## config.mk

```make
export PLATFORM = sky130hd
export DESIGN_NAME = lcd_disp_seq
export DESIGN_NICKNAME = d
export VERILOG_FILES = /design/src/rtl/lcd_disp_seq.sv
export SDC_FILE = /design/constraint.sdc
export NUM_CORES = 1
export LEC_CHECK = 0
export CAP_MARGIN = 30
export CORE_MARGIN = 5
export CORE_UTILIZATION = 25
export CTS_CLUSTER_SIZE = 30
export DETAILED_ROUTE_END_ITERATION = 10
export HOLD_SLACK_MARGIN = 0.05
export PLACE_DENSITY = 0.48
export SLEW_MARGIN = 10
export SYNTH_ARGS = -nofsm -noshare
export SYNTH_HDL_FRONTEND = slang
export SYNTH_SLANG_ARGS = --single-unit
```

## constraint.sdc

```tcl
create_clock -name video_clk -period 5.98 [get_ports video_clk]
set_clock_uncertainty 0.2 [all_clocks]
set_input_delay 1.196 -clock video_clk [delete_from_list [all_inputs] [get_ports video_clk]]
set_output_delay 1.196 -clock video_clk [all_outputs]
set_load 0.01 [all_outputs]
```

## src/rtl/lcd_disp_seq.sv

```systemverilog
// lcd_disp_seq: start-up and run-time sequencer for the SD card -> DDR3
// frame buffer -> 480x272 LCD path, running in the pixel clock domain.
// The frame-buffer reader stays halted and the panel stays blanked until
// DDR3 calibration is done and one full image has been written. The
// sequencer then waits a few frames before releasing the display. It
// tracks image updates, and it blanks on a write timeout or when
// calibration is lost.
//
// Ports:
//   video_clk   in   pixel clock
//   rst_n       in   asynchronous active-low reset
//   calib_done  in   DDR3 init_calib_complete (async level)
//   wr_req      in   SD image write active (sd_card_clk domain level)
//   syn_vs      in   timing generator vertical sync, active high
//   rd_halt     out  frame-buffer read halt (1 = halt)
//   wr_halt     out  frame-buffer write halt (1 = halt)
//   blank       out  force LCD RGB to zero
//   disp_on     out  backlight / panel enable
//   img_cnt     out  completed images written, saturating
//   state       out  current state encoding (debug)
//   err         out  sticky write-timeout flag
//
// Handshake note: there is no valid/ready pair here. Every input is a
// level signal. An event is taken only on the cycle its synchronised edge
// is seen, and every output is a registered level.
module lcd_disp_seq #(
  parameter int SETTLE_FRAMES     = 2,
  parameter int WR_TIMEOUT_FRAMES = 255,
  parameter int CNT_W             = 8
) (
  input  logic             video_clk,
  input  logic             rst_n,
  input  logic             calib_done,
  input  logic             wr_req,
  input  logic             syn_vs,
  output logic             rd_halt,
  output logic             wr_halt,
  output logic             blank,
  output logic             disp_on,
  output logic [CNT_W-1:0] img_cnt,
  output logic [2:0]       state,
  output logic             err
);

  typedef enum logic [2:0] {
    ST_IDLE     = 3'd0,
    ST_WAIT_IMG = 3'd1,
    ST_SETTLE   = 3'd2,
    ST_RUN      = 3'd3,
    ST_UPDATE   = 3'd4,
    ST_ERR      = 3'd5
  } state_t;

  state_t           r_state;
  state_t           w_next;
  logic             r_calib_m, r_calib_s;
  logic             r_wr_m, r_wr_s, r_wr_d;
  logic             r_vs_d;
  logic [7:0]       r_to_cnt;
  logic [3:0]       r_set_cnt;
  logic [CNT_W-1:0] r_img_cnt;
  logic             r_rd_halt, r_wr_halt, r_blank, r_disp_on, r_err;

  logic             w_wr_rise, w_wr_fall, w_vs_rise;
  logic [7:0]       w_to_next;
  logic [4:0]       w_set_next;
  logic             w_to_hit, w_set_hit, w_img_inc;
  logic             w_rd_halt, w_wr_halt, w_blank, w_disp_on;

  // Two-flop synchronisers, plus the delay flops used for edge detection.
  always_ff @(posedge video_clk or negedge rst_n) begin
    if (!rst_n) begin
      r_calib_m <= 1'b0;
      r_calib_s <= 1'b0;
      r_wr_m    <= 1'b0;
      r_wr_s    <= 1'b0;
      r_wr_d    <= 1'b0;
      r_vs_d    <= 1'b0;
    end else begin
      r_calib_m <= calib_done;
      r_calib_s <= r_calib_m;
      r_wr_m    <= wr_req;
      r_wr_s    <= r_wr_m;
      r_wr_d    <= r_wr_s;
      r_vs_d    <= syn_vs;
    end
  end

  assign w_wr_rise  = r_wr_s & ~r_wr_d;
  assign w_wr_fall  = ~r_wr_s & r_wr_d;
  assign w_vs_rise  = syn_vs & ~r_vs_d;

  // Both compares use the value the counter would take on this vs_rise.
  // A transition therefore lands on the same cycle as the frame edge
  // that completes the count.
  assign w_to_next  = (r_to_cnt == 8'hFF) ? 8'hFF : r_to_cnt + 8'd1;
  assign w_to_hit   = w_vs_rise & r_wr_s & (w_to_next >= 8'(WR_TIMEOUT_FRAMES));
  assign w_set_next = {1'b0, r_set_cnt} + 5'd1;
  assign w_set_hit  = w_vs_rise & (w_set_next >= 5'(SETTLE_FRAMES));

  always_ff @(posedge video_clk or negedge rst_n) begin
    if (!rst_n) r_state <= ST_IDLE;
    else        r_state <= w_next;
  end

  // Calibration loss overrides everything, including an image completion
  // on the same cycle. In WAIT_IMG and UPDATE a write end beats a timeout.
  always_comb begin
    w_next    = r_state;
    w_img_inc = 1'b0;
    if (r_state != ST_IDLE && !r_calib_s) begin
      w_next = ST_IDLE;
    end else begin
      case (r_state)
        ST_IDLE:     if (r_calib_s) w_next = ST_WAIT_IMG;
        ST_WAIT_IMG: begin
          if (w_wr_fall) begin
            w_img_inc = 1'b1;
            w_next    = ST_SETTLE;
          end else if (w_to_hit) begin
            w_next = ST_ERR;
          end
        end
        ST_SETTLE:   if (w_set_hit) w_next = ST_RUN;
        ST_RUN:      if (w_wr_rise) w_next = ST_UPDATE;
        ST_UPDATE: begin
          if (w_wr_fall) begin
            w_img_inc = 1'b1;
            w_next    = ST_RUN;
          end else if (w_to_hit) begin
            w_next = ST_ERR;
          end
        end
        ST_ERR:      if (!r_wr_s && w_vs_rise) w_next = ST_WAIT_IMG;
        default:     w_next = ST_IDLE;
      endcase
    end
  end

  // The outputs are decoded from the next state and then registered, so
  // they change on the same edge as the state. The only path that clears
  // blank is SETTLE -> RUN, and that path fires only on a vs_rise cycle.
  // SETTLE keeps the write side halted, because a write there would not
  // be tracked.
  always_comb begin
    w_rd_halt = 1'b1;
    w_wr_halt = 1'b1;
    w_blank   = 1'b1;
    w_disp_on = 1'b0;
    case (w_next)
      ST_WAIT_IMG: w_wr_halt = 1'b0;
      ST_SETTLE:   w_rd_halt = 1'b0;
      ST_RUN, ST_UPDATE: begin
        w_rd_halt = 1'b0;
        w_wr_halt = 1'b0;
        w_blank   = 1'b0;
        w_disp_on = 1'b1;
      end
      ST_ERR: begin
        w_rd_halt = 1'b0;
        w_disp_on = 1'b1;
      end
      default: ;
    endcase
  end

  always_ff @(posedge video_clk or negedge rst_n) begin
    if (!rst_n) begin
      r_rd_halt <= 1'b1;
      r_wr_halt <= 1'b1;
      r_blank   <= 1'b1;
      r_disp_on <= 1'b0;
      r_err     <= 1'b0;
      r_img_cnt <= '0;
      r_to_cnt  <= 8'd0;
      r_set_cnt <= 4'd0;
    end else begin
      r_rd_halt <= w_rd_halt;
      r_wr_halt <= w_wr_halt;
      r_blank   <= w_blank;
      r_disp_on <= w_disp_on;
      r_err     <= r_err | (w_next == ST_ERR);
      if (w_img_inc && (r_img_cnt != {CNT_W{1'b1}})) r_img_cnt <= r_img_cnt + 1'b1;
      // The timeout counter counts frames only while a write is pending.
      // It restarts on every write start and is cleared in all other states.
      if ((r_state == ST_WAIT_IMG || r_state == ST_UPDATE) && !w_wr_rise) begin
        if (w_vs_rise && r_wr_s) r_to_cnt <= w_to_next;
      end else begin
        r_to_cnt <= 8'd0;
      end
      if (r_state != ST_SETTLE)  r_set_cnt <= 4'd0;
      else if (w_vs_rise)        r_set_cnt <= w_set_next[3:0];
    end
  end

  assign rd_halt = r_rd_halt;
  assign wr_halt = r_wr_halt;
  assign blank   = r_blank;
  assign disp_on = r_disp_on;
  assign img_cnt = r_img_cnt;
  assign err     = r_err;
  assign state   = r_state;

endmodule

```

==> results of run 1 <==
## registers in the layout, indices dropped and copies added (netlist names)
name / count
img_cnt: 8
r_to_cnt: 8
r_set_cnt: 4
state: 3
blank: 1
disp_on: 1
err: 1
r_calib_m: 1
r_calib_s: 1
r_vs_d: 1
r_wr_d: 1
r_wr_m: 1
r_wr_s: 1
rd_halt: 1
wr_halt: 1
## cell families after synthesis
group                      after synthesis  share of synthesized area
xor gates and xnor gates                12                     0.0596
buffers and inverters                    9                     0.0206
AOI/OAI and AO/OA                       41                      0.182
adders and majority gates                4                     0.0284
and+or+nand+nor                         71                      0.218
muxes                                    1                    0.00639
DFF                                     34                      0.485
## placed cells by master, fill, tap and decap left out, types with 2 or more instances in the layout
cell type and count:
nor3_1 4, and3b_1 2, and4_1 2, clkbuf_8 8, a21o_1 2, and3_1 6
a22oi_1 2, a21boi_0 2, and2_1 3, o21ai_0 2, nor2_1 17, nand2_1 11
dfstp_2 3, o2111ai_1 2, a311oi_1 3, xor2_1 5, nand2b_1 2, clkdlybuf4s50_1 20
xnor2_1 7, dfrtp_1 31, nand4_1 6, nand3b_1 2, ha_1 4, nor2b_1 4
inv_1 5, a21oi_1 10, nand3_1 6, a31oi_1 2, a211oi_1 2
## power groups by stage
stage | clock (µW) | sequential [µW] | combinational, µW
finish | 204 | 328 | 233
global route | 219 | 338 | 260
CTS | 209 | 330 | 238
detailed placement | 0 | 333 | 238
global placement | 0 | 335 | 236
floorplan | 0 | 331 | 129
## through the flow
| stage | setup slack (ns) | utilization |
|---|---|---|
| final | 3.10 | 0.320 |
| after global routing | 2.90 | 0.320 |
| after CTS | 3.07 | 0.320 |
| after floorplan | 3.62 | - |
| after global placement | 2.90 | 0.303 |
| after detailed placement | 2.80 | 0.303 |
## layer usage
metal,global-route usage,part of all wire,up-vias
li1,-,-,679
met1,0.131,0.50,647
met2,0.144,0.44,21
met3,0.0304,0.042,8
met4,0.0361,0.018,0
met5,0,0,-
## final timing paths
check	to	start	cells past startpoint	slack, ns
setup / recovery	state[0]	state[0]	1	3.10
hold / removal	r_wr_s	r_wr_m	0	0.15
setup reg to reg	disp_on	r_to_cnt[0]	6	3.60
hold reg to reg	r_wr_s	r_wr_m	0	0.15
max in group asynchronous	blank	rst_n	2	4.10
min in group asynchronous	img_cnt[3]	rst_n	2	1.13
## cell type report
class / instances / area (µm²) / area share
Inverter: 5 / 18.8 / 0.00860
Tap cell: 96 / 120 / 0.0550
Sequential cell: 34 / 855 / 0.391
Clock buffer: 8 / 110 / 0.0504
Multi-Input combinational cell: 129 / 872 / 0.399
Timing Repair Buffer: 21 / 208 / 0.0951
==> results.yml, run 1 <==
run_status:
  outcome: "finished, final reports clean"
synth:
  yosysMostFrequentCell: "dfrtp_1"
  ys_types: 50
  synth_top_area_frac: 0.440
  synth-edff-count: 0
  synth-seq-cells: 34
  synth_warnings: 0
  synth_common_cells: "dfrtp_1 (31), nor2_1 (17), nand2_1 (11)"
  yosys.area.top_type: "dfrtp_1"
  synth_area_um2: 1760
  async_flop_share: 1.00
  synth_area_leaders: "dfrtp_1 (44%), dfstp_2 (4.5%), nor2_1 (3.6%)"
  syn_area_per_cell_um2: 10.2
  syn_inst: 172
  ys.flop_type: "dfrtp_1"
  syn_nets: 181
  synth_seq_area_share: 0.485
power_and_ir_drop:
  finalPower_uw: 764
  clockPowerShare: 0.267
  peakVddDrop_v: 0.000168
  combinationalPowerShare: 0.305
  p_sw_frac: 0.329
  p_leak_uw: 0.000882
  pwr-share-seq: 0.429
  p_int_uw: 513
  p_switching_uw: 252
  p_per_area_nw_per_um2: 350
clock_network:
  hold_buffers: 0
  cts_buffers: 5
  clockRootBuffer: "clkbuf_8"
  cts.clk_slew.worst_paths_ns: 0.07
  cts-resized-gates: 0
  post_cts_buffers: 0
  cts_max_level: 2
  cts.sinks: 34
  cts_tree: "yes"
  clockBufferDepth: 2
  insertion_delay_ns: 0.29
die:
  die_w_um: 94.0
  fp-row-count: 30
  core-area_um2: 6830
  start_util: 0.258
  die-area_um2: 8830
  ios: 21
  die_h_um: 94.0
grt:
  grt_pass1_vias: 1331
  grt_max_degree: 35
  grt_remaining_overflow: 0
  globalRouteTotalUtil: 0.0971
  antenna_found_initial: 0
  grt_pass1_wl_mm: 6.69
detailed_routing:
  vias_per_cell: 4.62
  ant_nets: 0
  vias: 1355
  drt_first_pass_iters: 4
  drc: 0
  wl_per_cell_um: 13.0
  drt_wl_total_mm: 3.82
  drt_iter0_markers: 48
min_path:
  min_path_type: "flop to flop"
worst_setup_path:
  slowest_stage: "clkdlybuf4s50_1"
  worstSetupEndpointType: "output pin"
  startpoint_type: "flop"
  crit_fanout: 12
  arrival_ns: 1.48
  max_stage_delay_ns: 0.61
  critical_path_buf_inv_count: 1
  worstPathRequired_ns: 4.58
  cp_top_family: "buffers and inverters"
  crit_chain: "clkdlybuf4s50_1"
  worstSetupPathType: "flop to output pin"
final_layout:
  layout-drive-gt1-share: 0.0914
  stdcell_area_um2: 2180
  num-fill-cells: 751
  num-nets-final: 205
  fin_cells: 293
  syn2layout_area_growth_pct: 23.8
  antennaDiodeCount: 0
placed_design:
  port-buffer-count: 20
  gp_congestion: 0.790
  dp_hpwl_mm: 2.66
  placed_cells: 285
  place_area_um2: 2070
run:
  drv_cap: 0
sta:
  setup_viol: 0
  timing.final.hold_violations: 0
  setup_tns_ns: 0
  rsz0062_at_grt: "no"
  fmax_mhz: 348
  tightest_slew_ns: 0.453
  period_needed_ns: 2.88
  slew_headroom: 0.698
  maxSlewViolCount: 0
  finalCritPeriodShare: 0.481
  hold_ws_ns: 0.153
Note: power is estimated with default switching activity, not from simulation.
==> run 2: changes to the inputs <==
--- a/config.mk
+++ b/config.mk
@@ -11,7 +11,7 @@
 export CTS_CLUSTER_SIZE = 30
 export DETAILED_ROUTE_END_ITERATION = 10
 export HOLD_SLACK_MARGIN = 0.05
-export PLACE_DENSITY = 0.48
+export PLACE_DENSITY = 0.5
 export SLEW_MARGIN = 10
 export SYNTH_ARGS = -nofsm -noshare
 export SYNTH_HDL_FRONTEND = slang
==> constraint.sdc (replaced) <==
create_clock -name video_clk -period 2.6 [get_ports video_clk]
set_clock_uncertainty 0.2 [all_clocks]
set_input_delay 0.52 -clock video_clk [delete_from_list [all_inputs] [get_ports video_clk]]
set_output_delay 0.52 -clock video_clk [all_outputs]
set_load 0.01 [all_outputs]
==> results.yml, run 2 (synthesis results as in run 1) <==
die:
  die-area_um2: 8830
  ios: 21
  core-area_um2: 6830
  start_util: 0.258
  die_h_um: 94.0
  die_w_um: 94.0
  fp-row-count: 30
power_and_ir_drop:
  peakVddDrop_v: 0.000334
  p_leak_uw: 0.000903
  finalPower_uw: 1760
  p_per_area_nw_per_um2: 797
detailed_routing:
  ant_nets: 0
  drt_first_pass_iters: 4
  drt_wl_total_mm: 3.69
  vias_per_cell: 4.57
  wl_per_cell_um: 12.4
  drt_iter0_markers: 53
  drc: 0
  vias: 1358
worst_setup_path:
  startpoint_type: "flop"
  worstPathRequired_ns: 2.60
  worstSetupEndpointType: "flop"
  arrival_ns: 2.21
  worstSetupPathType: "flop to flop"
  crit_fanout: 9
  worstSetupStartpoint: "r_to_cnt[1]"
  timing.rr.start: "r_to_cnt[1]"
final_layout:
  num-fill-cells: 735
  final_cell_mix: "dfrtp_1 (31), clkdlybuf4s50_1 (20), nor2_1 (17)"
  syn2layout_area_growth_pct: 25.5
  stdcell_area_um2: 2210
  final_common_cell: "dfrtp_1"
  num-nets-final: 209
  multi_input_area_um2: 872
  regArea_um2: 855
  layout-drive-gt1-share: 0.109
  final_core_util: 0.324
  antennaDiodeCount: 0
placed_design:
  dp_hpwl_mm: 2.68
  place_area_um2: 2100
  port-buffer-count: 20
  gp_congestion: 0.788
clock_network:
  cts_tree: "yes"
  cts-resized-gates: 0
  hold_buffers: 0
  cts_buffers: 5
  clockBufferDepth: 2
  cts.clk_slew.worst_paths_ns: 0.07
  clockRootBuffer: "clkbuf_8"
  post_cts_buffers: 0
  cts_max_level: 2
  cts.sinks: 34
  insertion_delay_ns: 0.29
sta:
  setup_tns_ns: 0
  period_needed_ns: 2.21
  timing.final.hold_violations: 0
  maxSlewViolCount: 0
  setup_viol: 0
  tightest_slew_ns: 0.476
  rsz0062_at_grt: "no"
  finalCritPeriodShare: 0.850
  fmax_mhz: 453
  slew_headroom: 0.681
grt:
  grt_pass1_wl_mm: 6.62
  globalRouteTotalUtil: 0.0953
  grt_max_degree: 35
  antenna_found_initial: 0
  grt_pass1_vias: 1356
  grt_remaining_overflow: 0
run_status:
  outcome: "finished, final reports clean"
min_path:
  min_path_type: "flop to flop"
  hold_start: "r_wr_m"
run:
  drv_cap: 0
## run 2: per-layer routing
layer | wire, µm | GRT usage | part of all wire
met3 | 185 | 0.0329 | 0.050
met5 | 0 | 0 | 0
met2 | 1670 | 0.144 | 0.45
met4 | 57 | 0.0421 | 0.015
met1 | 1780 | 0.123 | 0.48
## run 2: per-stage QoR
stage               instances  hold WS, ns  worst slack, ns
detailed placement        289        0.147            0.154
global placement          289        0.135            0.194
CTS                       297        0.162            0.384
floorplan                 172       0.0244            0.531
finish                    297        0.158            0.391
global route              297        0.169            0.226
## run 2: path summary, 6_finish.rpt
| check | slack [ns] | cells past startpoint | to |
|---|---|---|---|
| setup / recovery | 0.39 | 6 | err |
| hold / removal | 0.16 | 0 | r_wr_s |
| setup reg to reg | 0.39 | 6 | err |
| hold reg to reg | 0.16 | 0 | r_wr_s |
| max in group asynchronous | 1.42 | 2 | rd_halt |
| min in group asynchronous | 0.44 | 2 | img_cnt[4] |
## run 2: layout make-up
type / instances / share of cell area
clock buffers: 8 / 0.0497
repair buffers: 25 / 0.107
flip-flops and latches: 34 / 0.386
inverters: 5 / 0.00848
well taps: 96 / 0.0543
multi-input cells: 129 / 0.394
## run 2: worst max-delay path, stage by stage (launching register included)
cell and delay, ns:
dfrtp_1 0.42, ha_1 0.37, o21ai_0 0.19, a2111oi_2 0.41
and3_1 0.20, o21ai_1 0.13, o221ai_1 0.20
## run 2: report_power, final
part / switching, µW / total, µW / internal (µW)
logic: 273 / 563 / 290
registers: 107 / 743 / 636
clock network: 190 / 458 / 267
==> run 3: changes to the inputs <==
==> constraint.sdc (replaced) <==
create_clock -name video_clk -period 1.91 [get_ports video_clk]
set_clock_uncertainty 0.2 [all_clocks]
set_input_delay 0.382 -clock video_clk [delete_from_list [all_inputs] [get_ports video_clk]]
set_output_delay 0.382 -clock video_clk [all_outputs]
set_load 0.01 [all_outputs]
==> results.yml, run 3 (synthesis results as in run 1) <==
run_status:
  outcome: "finished, final reports clean"
power_and_ir_drop:
  peakVddDrop_v: 0.000461
  p_per_area_nw_per_um2: 997
  clockPowerShare: 0.212
  combinationalPowerShare: 0.427
  pwr-share-seq: 0.361
  p_leak_uw: 0.00127
  p_sw_frac: 0.338
  p_int_uw: 1750
  finalPower_uw: 2650
  p_switching_uw: 896
sta:
  setup_viol: 0
  finalCritPeriodShare: 0.998
  tightest_slew_ns: 0.416
  setup_tns_ns: 0
  rsz0062_at_grt: "yes"
  period_needed_ns: 1.91
  timing.final.hold_violations: 0
  slew_headroom: 0.723
  maxSlewViolCount: 0
  fin_ws_ns: 0.00375
  fmax_mhz: 525
die:
  start_util: 0.258
  fp-row-count: 30
  die_h_um: 94.0
  die_w_um: 94.0
  ios: 21
  die-area_um2: 8830
  core-area_um2: 6830
worst_setup_path:
  worstPathRequired_ns: 1.89
  worstSetupEndpointType: "flop"
  worstSetupPathType: "flop to flop"
  startpoint_type: "flop"
  reg2reg_slack_ns: 0.004
  arrival_ns: 1.89
  crit_fanout: 3
detailed_routing:
  drt_wl_total_mm: 4.40
  wl_per_cell_um: 13.0
  ant_nets: 0
  vias: 1565
  drt_iter0_markers: 69
  drc: 0
  vias_per_cell: 4.64
  drt_first_pass_iters: 4
grt:
  globalRouteTotalUtil: 0.105
  grt_pass1_vias: 1550
  grt_pass1_wl_mm: 7.30
  grt_max_degree: 35
  antenna_found_initial: 0
  grt_remaining_overflow: 0
final_layout:
  num-nets-final: 249
  antennaDiodeCount: 0
  num-fill-cells: 700
  layout-drive-gt1-share: 0.340
  stdcell_area_um2: 2660
  syn2layout_area_growth_pct: 50.6
  final_common_cell: "buf_4"
  final_cell_mix: "buf_4 (41), dfrtp_1 (29), nor2_1 (16)"
  final_core_util: 0.389
clock_network:
  insertion_delay_ns: 0.29
  cts.clk_slew.worst_paths_ns: 0.07
  clockBufferDepth: 2
  cts_tree: "yes"
  clockRootBuffer: "clkbuf_8"
  cts_max_level: 2
  hold_buffers: 0
  cts.sinks: 34
  cts_buffers: 5
run:
  drv_cap: 0
placed_design:
  port-buffer-count: 20
  pre_cts_ws_ns: -0.352
  place_area_um2: 2370
  dp_hpwl_mm: 3.09
  gp_congestion: 0.794
min_path:
  min_path_type: "input port to flop"
[run 3: power by group through the flow]
| stage | Combinational (µW) | Sequential (µW) | Clock, µW |
|---|---|---|---|
| final | 1130 | 957 | 560 |
| after global routing | 1250 | 978 | 609 |
| after CTS | 1020 | 951 | 575 |
| after detailed placement | 1010 | 969 | 0 |
| after global placement | 1000 | 971 | 0 |
| after floorplan | 405 | 1040 | 0 |
[run 3: final cells by class]
cell class | count | area [µm²] | area share
Inverter | 5 | 18.8 | 0.00707
Timing Repair Buffer | 65 | 576 | 0.217
Tap cell | 96 | 120 | 0.0452
Sequential cell | 34 | 857 | 0.323
Multi-Input combinational cell | 129 | 992 | 0.374
Clock inverter | 1 | 5.00 | 0.00189
Clock buffer | 7 | 86.3 | 0.0325
[run 3: path summary, 6_finish.rpt]
check / start / endpoint / cells after the start
max in group asynchronous: rst_n / rd_halt / 2
setup reg to reg: img_cnt[1] / img_cnt[3] / 6
hold / removal: syn_vs / r_vs_d / 1
hold reg to reg: r_wr_m / r_wr_s / 0
setup / recovery: img_cnt[1] / img_cnt[3] / 6
min in group asynchronous: rst_n / img_cnt[0] / 2
[run 3: routing by layer]
| layer | GRT usage | wire (µm) |
|---|---|---|
| met1 | 0.136 | 2020 |
| met2 | 0.167 | 2100 |
| met3 | 0.0272 | 205 |
| met4 | 0.0397 | 68 |
| met5 | 0 | 0 |
[run 3: timing repair]
| action | 4_1_cts | 5_1_grt |
|---|---|---|
| pin swaps | 5 | 14 |
| hold endpoints to repair | 0 | 0 |
| setup buffers | 3 | 4 |
| resized for setup | 7 | 34 |
| endpoints found under the setup margin | 15 | 24 |
[run 3: metrics by stage]
step	hold slack, ns	cells
floorplan	-0.114	172
global placement	0.133	322
detailed placement	0.146	322
CTS	0.162	333
global route	0.132	337
finish	0.118	337
[run 3: worst max-delay path, stage by stage (launching register included)]
cell	delay, ns
dfrtp_1	0.39
ha_2	0.20
and3_4	0.17
a2111oi_4	0.33
nand4_1	0.21
buf_4	0.19
xnor2_1	0.11
